## src/rtl/axi_traffic_gen.sv

```systemverilog
// axi_traffic_gen: AXI4 master running one burst per command with address-derived data.
// Optional read-data compare is enabled by defining AXI_TG_RDCHECK_EN.
module axi_traffic_gen #(
    parameter int          DATA_WIDTH   = 32,
    parameter int          ADDR_WIDTH   = 16,
    parameter int          STRB_WIDTH   = DATA_WIDTH / 8,
    parameter logic [31:0] PATTERN_SEED = 32'hA5A5_0000
) (
    input  logic                  ACLK,
    input  logic                  ARESETn,
    input  logic                  start_w,
    input  logic                  start_r,
    input  logic [ADDR_WIDTH-1:0] cmd_addr,
    input  logic [7:0]            cmd_len,
    input  logic [2:0]            cmd_size,
    input  logic [1:0]            cmd_burst,
    output logic                  busy,
    output logic                  done,
    output logic [1:0]            done_resp,
    output logic                  cmd_err,
    output logic [15:0]           err_cnt,
    output logic [ADDR_WIDTH-1:0] AWADDR,
    output logic [7:0]            AWLEN,
    output logic [2:0]            AWSIZE,
    output logic [1:0]            AWBURST,
    output logic                  AWVALID,
    input  logic                  AWREADY,
    output logic [DATA_WIDTH-1:0] WDATA,
    output logic [STRB_WIDTH-1:0] WSTRB,
    output logic                  WLAST,
    output logic                  WVALID,
    input  logic                  WREADY,
    input  logic [1:0]            BRESP,
    input  logic                  BVALID,
    output logic                  BREADY,
    output logic [ADDR_WIDTH-1:0] ARADDR,
    output logic [7:0]            ARLEN,
    output logic [2:0]            ARSIZE,
    output logic [1:0]            ARBURST,
    output logic                  ARVALID,
    input  logic                  ARREADY,
    input  logic [DATA_WIDTH-1:0] RDATA,
    input  logic [1:0]            RRESP,
    input  logic                  RLAST,
    input  logic                  RVALID,
    output logic                  RREADY
);

    localparam int LB = $clog2(STRB_WIDTH);
    localparam int OW = (LB > 0) ? LB : 1;

    typedef enum logic [2:0] {
        IDLE, W_ADDR, W_DATA, W_RESP, R_ADDR, R_DATA
    } state_t;

    state_t                state_q;
    logic [ADDR_WIDTH-1:0] base_q, addr_q, nxt_d, inc, wmask;
    logic [7:0]            len_q, beat_q;
    logic [2:0]            size_q;
    logic [1:0]            burst_q, rresp_q, resp_q, rmax;
    logic                  pend_q, busy_q, done_q, cerr_q;
    logic                  awvalid_q, arvalid_q, wvalid_q, wlast_q;
    logic                  bready_q, rready_q;
    logic [DATA_WIDTH-1:0] wdata_q;
    logic [STRB_WIDTH-1:0] wstrb_q;
    logic                  bad_cmd, rlen_bad;

    // Replicated 32-bit word of address XOR seed.
    function automatic logic [DATA_WIDTH-1:0] pat(input logic [ADDR_WIDTH-1:0] a);
        logic [31:0]           w;
        logic [DATA_WIDTH-1:0] r;
        w = 32'(a) ^ PATTERN_SEED;
        for (int i = 0; i < DATA_WIDTH; i++) r[i] = w[i % 32];
        return r;
    endfunction

    // Lanes covered by a 2^s byte beat at address a, aligned down to s.
    function automatic logic [STRB_WIDTH-1:0] strb(input logic [ADDR_WIDTH-1:0] a,
                                                   input logic [2:0] s);
        logic [OW-1:0]         lo;
        logic [STRB_WIDTH-1:0] m;
        lo = a[OW-1:0];
        for (int i = 0; i < STRB_WIDTH; i++) m[i] = ((OW'(i) >> s) == (lo >> s));
        if (int'(s) >= LB) m = '1;
        return m;
    endfunction

    assign bad_cmd = (int'(cmd_size) > LB) || (cmd_burst == 2'd3) ||
                     (cmd_burst == 2'd2 && !(cmd_len == 8'd1 || cmd_len == 8'd3 ||
                                             cmd_len == 8'd7 || cmd_len == 8'd15));
    assign rmax     = (RRESP > rresp_q) ? RRESP : rresp_q;
    assign rlen_bad = RLAST != (beat_q == len_q);

    // Next beat address for the latched burst type.
    always_comb begin
        inc   = ADDR_WIDTH'(1) << size_q;
        wmask = ((ADDR_WIDTH'(len_q) + ADDR_WIDTH'(1)) << size_q) - ADDR_WIDTH'(1);
        case (burst_q)
            2'd0:    nxt_d = addr_q;
            2'd2:    nxt_d = (addr_q & ~wmask) | ((addr_q + inc) & wmask);
            default: nxt_d = addr_q + inc;
        endcase
    end

    // Command acceptance and AXI burst sequencing.
    always_ff @(posedge ACLK or negedge ARESETn) begin
        if (!ARESETn) begin
            state_q   <= IDLE;
            base_q    <= '0;
            addr_q    <= '0;
            len_q     <= '0;
            beat_q    <= '0;
            size_q    <= '0;
            burst_q   <= '0;
            rresp_q   <= '0;
            resp_q    <= '0;
            pend_q    <= 1'b0;
            busy_q    <= 1'b0;
            done_q    <= 1'b0;
            cerr_q    <= 1'b0;
            awvalid_q <= 1'b0;
            arvalid_q <= 1'b0;
            wvalid_q  <= 1'b0;
            wlast_q   <= 1'b0;
            bready_q  <= 1'b0;
            rready_q  <= 1'b0;
            wdata_q   <= '0;
            wstrb_q   <= '0;
        end else begin
            done_q <= 1'b0;
            cerr_q <= 1'b0;
            case (state_q)
                IDLE: begin
                    if (pend_q) begin
                        pend_q    <= 1'b0;
                        addr_q    <= base_q;
                        arvalid_q <= 1'b1;
                        state_q   <= R_ADDR;
                    end else if (start_w || start_r) begin
                        if (bad_cmd) begin
                            cerr_q <= 1'b1;
                        end else begin
                            base_q  <= cmd_addr;
                            addr_q  <= cmd_addr;
                            len_q   <= cmd_len;
                            size_q  <= cmd_size;
                            burst_q <= cmd_burst;
                            busy_q  <= 1'b1;
                            if (start_w) begin
                                awvalid_q <= 1'b1;
                                pend_q    <= start_r;
                                state_q   <= W_ADDR;
                            end else begin
                                arvalid_q <= 1'b1;
                                state_q   <= R_ADDR;
                            end
                        end
                    end
                end
                W_ADDR: begin
                    if (AWREADY) begin
                        awvalid_q <= 1'b0;
                        wvalid_q  <= 1'b1;
                        wlast_q   <= (len_q == 8'd0);
                        wdata_q   <= pat(addr_q);
                        wstrb_q   <= strb(addr_q, size_q);
                        beat_q    <= '0;
                        state_q   <= W_DATA;
                    end
                end
                W_DATA: begin
                    if (WREADY) begin
                        if (wlast_q) begin
                            wvalid_q <= 1'b0;
                            wlast_q  <= 1'b0;
                            bready_q <= 1'b1;
                            state_q  <= W_RESP;
                        end else begin
                            beat_q  <= beat_q + 8'd1;
                            addr_q  <= nxt_d;
                            wdata_q <= pat(nxt_d);
                            wstrb_q <= strb(nxt_d, size_q);
                            wlast_q <= (beat_q + 8'd1 == len_q);
                        end
                    end
                end
                W_RESP: begin
                    if (BVALID) begin
                        bready_q <= 1'b0;
                        done_q   <= 1'b1;
                        resp_q   <= BRESP;
                        busy_q   <= pend_q;
                        state_q  <= IDLE;
                    end
                end
                R_ADDR: begin
                    if (ARREADY) begin
                        arvalid_q <= 1'b0;
                        rready_q  <= 1'b1;
                        beat_q    <= '0;
                        rresp_q   <= '0;
                        state_q   <= R_DATA;
                    end
                end
                R_DATA: begin
                    if (RVALID) begin
                        if (RLAST || beat_q == len_q) begin
                            rready_q <= 1'b0;
                            done_q   <= 1'b1;
                            resp_q   <= rlen_bad ? 2'b10 : rmax;
                            busy_q   <= 1'b0;
                            state_q  <= IDLE;
                        end else begin
                            beat_q  <= beat_q + 8'd1;
                            addr_q  <= nxt_d;
                            rresp_q <= rmax;
                        end
                    end
                end
                default: state_q <= IDLE;
            endcase
        end
    end

`ifdef AXI_TG_RDCHECK_EN
    logic [15:0]           err_q, err_d;
    logic [STRB_WIDTH-1:0] rlane;
    logic [DATA_WIDTH-1:0] bmask;

    // Saturating count of read beats whose enabled lanes differ from the pattern.
    always_comb begin
        rlane = strb(addr_q, size_q);
        bmask = '0;
        for (int i = 0; i < STRB_WIDTH; i++) bmask[i*8 +: 8] = {8{rlane[i]}};
        err_d = err_q;
        if (state_q == R_DATA && RVALID && rready_q &&
            (|((RDATA ^ pat(addr_q)) & bmask)) && err_q != 16'hFFFF)
            err_d = err_q + 16'd1;
    end

    // Error counter register.
    always_ff @(posedge ACLK or negedge ARESETn) begin
        if (!ARESETn) err_q <= '0;
        else          err_q <= err_d;
    end

    assign err_cnt = err_q;
`else
    wire unused_rdata = ^RDATA;
    assign err_cnt = '0;
`endif

    assign busy      = busy_q;
    assign done      = done_q;
    assign done_resp = resp_q;
    assign cmd_err   = cerr_q;
    assign AWADDR    = base_q;
    assign AWLEN     = len_q;
    assign AWSIZE    = size_q;
    assign AWBURST   = burst_q;
    assign AWVALID   = awvalid_q;
    assign WDATA     = wdata_q;
    assign WSTRB     = wstrb_q;
    assign WLAST     = wlast_q;
    assign WVALID    = wvalid_q;
    assign BREADY    = bready_q;
    assign ARADDR    = base_q;
    assign ARLEN     = len_q;
    assign ARSIZE    = size_q;
    assign ARBURST   = burst_q;
    assign ARVALID   = arvalid_q;
    assign RREADY    = rready_q;

endmodule

```

## config.mk

```make
export PLATFORM = sky130hd
export DESIGN_NAME = axi_traffic_gen
export DESIGN_NICKNAME = d
export VERILOG_FILES = /design/src/rtl/axi_traffic_gen.sv
export SDC_FILE = /design/constraint.sdc
export NUM_CORES = 1
export LEC_CHECK = 0
export CAP_MARGIN = 20
export CORE_ASPECT_RATIO = 0.5
export CORE_MARGIN = 2
export CORE_UTILIZATION = 50
export CTS_CLUSTER_SIZE = 30
export DETAILED_ROUTE_END_ITERATION = 16
export PLACE_DENSITY = 0.82
export SETUP_SLACK_MARGIN = 0.1
export SKIP_CTS_REPAIR_TIMING = 1
export SLEW_MARGIN = 20
export SYNTH_ARGS = -nofsm -noshare
export SYNTH_HDL_FRONTEND = slang
export SYNTH_SLANG_ARGS = --single-unit
```

## constraint.sdc

```tcl
create_clock -name ACLK -period 4.4 [get_ports ACLK]
set_input_delay 0.66 -clock ACLK [delete_from_list [all_inputs] [get_ports ACLK]]
set_output_delay 0.66 -clock ACLK [all_outputs]
set_load 0.01 [all_outputs]
```

[Word level (Yosys, flattened, before mapping)]
Index checks and enable logic that the tools add are counted.
Word-level totals
  output and inout port bits: 121
  flip-flop bits (word level): 106
  input bits: 75
  logic and storage cells: 209
Operators by class
  add/sub/neg operators: 4
  shift-type cells: 8
  equal/unequal tests: 39
  muxes and demuxes: 93
  bitwise logic cells: 6
  reduce and logical (&&, ||, !) cells: 35
  $lt $le $gt $ge: 3
Operators by type and width (number)
  16-bit two-way mux: 7
  32-bit two-way mux: 3
  32-bit one-hot mux with 2 select lines: 1
  8-bit two-way mux: 6
  16-bit one-hot mux with 3 select lines: 1
  1-bit two-way mux: 37
  3-bit two-way mux: 11
  16-bit AND: 2
  16-bit one-hot mux with 2 select lines: 1
  8-bit one-hot mux with 4 select lines: 1
  4-bit AND reduction: 7
  2-bit inequality test (second input constant): 13
  7-bit AND reduction: 3
  4-bit two-way mux: 5
  3-bit one-hot mux with 6 select lines: 1
  16-bit adder: 1
  2-bit equality test: 8
  8-bit equality test: 2
  2-bit two-way mux: 8
  16-bit NOT: 1
  16-bit bitwise OR: 1
  1-bit by 3-bit left shift with 16-bit output (first input constant): 1
  9-bit by 3-bit left shift with 16-bit output: 1
  16-bit by 1-bit subtractor with 16-bit output (second input constant): 1
  36 further kinds: 65

[Logic depth before layout (Yosys ltp)]
  word-level depth: 13
  depth in mapped cells: 16
  gate-level depth less buffers: 14

[Worst setup path before layout]
No wires, ideal clock.
  kind: register to register
  start: register size_q[2], in the netlist ARSIZE[2]
  end: register addr_q[12]
  path buffers: 3
  slack: 803 ps
  cell stages (with the launch flop): 17
  data arrival time: 3517 ps
  clock period less this slack: 3597 ps
  required time: 4320 ps
  setup time: 80 ps
  cells stage by stage: dfrtp_1 -> buf_2 -> buf_1 -> clkbuf_1 -> nor2_1 -> ha_1 -> fa_1 -> a21oi_1 -> o21ai_0 -> a2111oi_0 -> nor3_1 -> nand2_1 -> nor2_1 -> a22oi_1 -> nand3_1 -> a31oi_1 -> a2bb2oi_1
On the way
  longest elaborated chain between the ends: 9
  elaborated cells between the ends (all ways): 14
  those cells by class: 2 x add/sub; 2 x shift; 6 x mux; 4 x bitwise
RTL lines
  start: declaration: line 59  | logic [2:0] size_q;
  start signal: assignment: line 146  | size_q <= cmd_size;
  9-bit by 3-bit left shift with 16-bit output: line 97  | wmask = ((ADDR_WIDTH'(len_q) + ADDR_WIDTH'(1)) << size_q) - ADDR_WIDTH'(1);
  16-bit by 1-bit subtractor with 16-bit output: line 97
  16-bit NOT: line 100  | 2'd2: nxt_d = (addr_q & ~wmask) | ((addr_q + inc) & wmask);
  16-bit AND: line 100
  16-bit bitwise OR: line 100
  16-bit one-hot mux with 2 select lines (*): line 98  | case (burst_q)
  16-bit two-way mux, on equally long branches: line 207, 173
  16-bit two-way mux, on equally long branches: line 206, 172
  16-bit one-hot mux with 3 select lines (*): line 132  | case (state_q)
  end signal: assignment: line 136  | addr_q <= base_q;
  end signal: assignment: line 144  | addr_q <= cmd_addr;
  end signal: assignment: line 215  | addr_q <= nxt_d;
  end: declaration: line 57  | logic [ADDR_WIDTH-1:0] base_q, addr_q, nxt_d, inc, wmask;
Mark *: on every way between the ends. The rest lies on a longest branch, timed or not. The select of a mux whose other input is x is not followed.
A chain may end at the register's enable or synchronous reset.

[Worst setup path after layout]
  start: register size_q[1], in the netlist ARSIZE[1]
  end: register wdata_q[12], in the netlist WDATA[12]
On the way
  longest elaborated chain between the ends: 9
  elaborated cells between the ends (all ways): 12
  those cells by class: 2 x add/sub; 2 x shift; 4 x mux; 4 x bitwise
RTL lines
  9-bit by 3-bit left shift with 16-bit output: line 97
  16-bit by 1-bit subtractor with 16-bit output: line 97
  16-bit NOT: line 100
  16-bit AND: line 100
  16-bit bitwise OR: line 100
  16-bit one-hot mux with 2 select lines (*): line 98
  32-bit two-way mux (*): line 173  | if (wlast_q) begin
  32-bit two-way mux (*): line 172  | if (WREADY) begin
  32-bit one-hot mux with 2 select lines (*): line 132
  end signal: assignment: line 165  | wdata_q <= pat(addr_q);
  end signal: assignment: line 181  | wdata_q <= pat(nxt_d);
  end: declaration: line 64  | logic [DATA_WIDTH-1:0] wdata_q;
Marked as above.

==> key figures <==
Floorplanning
  – Core area: 14400 um^2
  – Initial core utilization: 50.9%
  – Die height: 89.6 um
  – Die W: 175 um
  – Die ar.: 15700 um^2
  – # rows: 31
  – Ports: 196

Timing
  – Slew Limit Fails: 0
  – Setup violations, final: 0
  – Worst slew pin tran: 858 ps
  – RSZ-0062 raised after global routing: no
  – Setup TNS: 0 ps
  – Setup WS post-layout: 473 ps
  – Relative slew slack: 42.8%
  – Max Clock Freq: 0.255 GHz
  – Final Cycle Share: 89.2%
  – Hold Violations, Final: 0
  – Clock skew: 9.79 ps
  – Fin crit period: 3930 ps

Yosys
  – Warnings from Yosys: 0
  – Distinct cells, synth: 87
  – Synth cell count leaders: 91 x dfrtp_1, 91 x nand2_1, 65 x nor2_1, 65 x o21ai_0, 62 x buf_4
  – Most used DFF post-synth: dfrtp_1
  – Mapped Cells: 879
  – Post-synth EDFFs: 0
  – Seq cells post-synth: 91
  – Yosys top cell area share: 31.1%
  – Largest cells by area after synthesis: dfrtp_1 31%, buf_4 6.4%, mux2_2 4.9%, nand2_1 4.7%, o21ai_0 4.4%
  – Seq/Total Area, Yosys: 31.1%
  – Cell taking the most area after synthesis: dfrtp_1
  – Post-synthesis cell area: 7330 um^2
  – Syn avg cell area: 8.34 um^2
  – Ys async rst share: 100%

Placed design
  – I/O Buffers: 139
  – GPL Wtd Cong: 0.884
  – Setup WS pre-CTS: 565 ps
  – Post-DP HPWL: 15.6 mm

Worst setup path
  – Setup CP Type: flop to flop
  – Delay-heaviest family, CP: simple AND/OR/NAND/NOR gates
  – Crit-path slowest cell: dfrtp_1
  – WP buf/inv: 0
  – Worst Setup Start Kind: flop
  – Worst r2r src: ARSIZE[1]
  – CP Data Arrival Time: 4130 ps
  – Critical Path RT: 4600 ps
  – Critical Path Source: ARSIZE[1]
  – CP most frequent cell: nor2_1
  – Worst Setup End Kind: flop
  – Worst stage delay on the critical path: 540 ps
  – CP cell instances: or2_1 > nor2_1 > ha_1 > fa_1 > a21oi_1 > o21ai_0 > a2111oi_0 > nor3_1 > nand2_1 > nor2_1 > or4b_4 > a31oi_2 > xnor2_1 > o21ai_1
  – Crit-path max FO: 13

Power and ir drop
  – PwrDens: 757 nW/um^2
  – P_leak: 3.65 nW
  – Switch share: 47.2%
  – Overall Power: 6.72 mW
  – Sw Pwr: 3.17 mW
  – Clock power share: 11.3%
  – Reg power frac: 24.7%
  – Logic gate share of total power: 63.9%
  – Internal power: 3.55 mW
  – Maximum VDD drop: 0.334 mV

CTS
  – CTS max path bufs: 2
  – Cts bufs inserted: 9
  – Root buffer cell: clkbuf_16
  – Worst skew pair latency: 350 ps
  – Clk sinks: 91
  – Reg clk slew, reported paths: 70 ps
  – CTS H-Tree Depth: 3
  – CTS tree: built

Global routing
  – First-pass GRT wire length: 33.4 mm
  – Vias in the first global route: 6389
  – Largest net degree at the start of global routing: 65
  – GRT Overall Usage: 26.7%
  – Antenna violations before repair: 0
  – Total global routing overflow: 0

Job
  – Maxcap violations: 0

Layout
  – Nets@finish: 1064
  – Ratio of cells with drive above 1 in the final layout: 10.9%
  – ANT cells: 0
  – Area growth, synth to finish: 21.2%

Detailed routing
  – Vias: 6976
  – Total wire length: 21.1 mm
  – Detailed-route DRC error count: 0
  – Post-route antenna net violation count: 0
  – Drt pass-1 iters: 6
  – Wire per inst: 17.9 um
  – Drt initial violations: 815
  – Number of vias per cell: 5.94

Min path
  – Worst hold path type: primary input to async pin

Outcome
  – Status: complete, no violations
[logic make-up after synthesis]
logic type	after synthesis	synth area share (%)
AND/OR/NAND/NOR	299	20.5
AO/OA/AOI/OAI	244	22.5
buffers and inverters	138	10.8
flip-flops	91	31.1
multiplexers	52	7.66
XOR/XNOR	37	4.42
adder cells (fa/ha/maj)	17	3.00
other	1	0.0512
[path summary, 6_finish.rpt]
path / endpoint / slack (ps) / cells after the start
max: WDATA[12] / 470 / 14
min: rresp_q[1] / 410 / 1
max reg2reg: WDATA[12] / 470 / 14
min reg2reg: WSTRB[2] / 470 / 2
max in group asynchronous: ARADDR[15] / 3080 / 2
min in group ACLK: WSTRB[2] / 470 / 2
[registers in the layout, indices dropped and copies added, names as in the netlist, 2 cells and up]
register	count
WSTRB	4
done_resp	2
ARADDR	16
beat_q	8
ARSIZE	3
WDATA	17
ARLEN	8
ARBURST	2
state_q	3
addr_q	16
rresp_q	2
[power by group through the flow]
stage	Clock [mW]	Sequential (mW)	Combinational, mW
floorplan	0	1.60	2.85
global placement	0	1.64	4.13
detailed placement	0	1.67	4.22
CTS	0.777	1.65	4.25
global route	0.801	1.72	4.68
finish	0.763	1.66	4.30
[per-stage QoR]
step,instances,util (%),hold WS (ps),cell area (um^2)
3_5_place_dp,1159,59.8,468,8610
5_1_grt,1174,61.7,485,8880
2_1_floorplan,902,-,364,7420
4_1_cts,1174,61.7,449,8880
3_3_place_gp,1159,59.8,464,8610
6_report,1174,61.7,407,8880
[layer usage]
layer / part of all wire [%] / GRT usage, %
met1: 47 / 38.4
met2: 44 / 42.1
met3: 8.2 / 5.56
met4: 0.76 / 5.08
met5: 0 / 0
[worst reg2reg max path, stage by stage, from the launching register on]
cell	delay, ps
dfrtp_1	540
or2_1	310
nor2_1	200
ha_1	240
fa_1	220
a21oi_1	100
o21ai_0	270
a2111oi_0	180
nor3_1	370
nand2_1	220
nor2_1	210
or4b_4	500
a31oi_2	180
xnor2_1	170
o21ai_1	80
[placed cells by master (no fill, tap or decap), types with 5 or more instances in the layout]
cell type and n:
a21o_1 9, o22a_1 5, a211oi_1 9, o211ai_1 15
o21ai_0 65, nor2b_1 13, xnor2_1 16, buf_4 34
inv_1 23, a21oi_1 43, nor4_1 8, mux2_2 32
a31oi_1 14, mux2i_1 19, o21ai_1 6, nor2_1 65
o21a_1 8, o22ai_1 5, ha_1 16, or4_1 6
xor2_1 21, nor3_1 25, nand4_1 5, nand2b_1 13
nand3b_1 5, and3_1 10, or3_1 11, nand3_1 20
and2_1 6, nand2_1 91, o31ai_1 10, conb_1 24
o21bai_1 5, clkbuf_16 9, clkdlybuf4s50_1 138, dfrtp_1 91
[final cells by class]
cell class,instances,area [um^2]
Fill cell,1256,5510
Clock buffer,10,239
Clock inverter,5,38.8
Timing Repair Buffer,172,1640
Multi-Input combinational cell,673,4350
Tap cell,198,248
Inverter,25,93.8
Sequential cell,91,2280
Power figures use the tool's default switching activity.
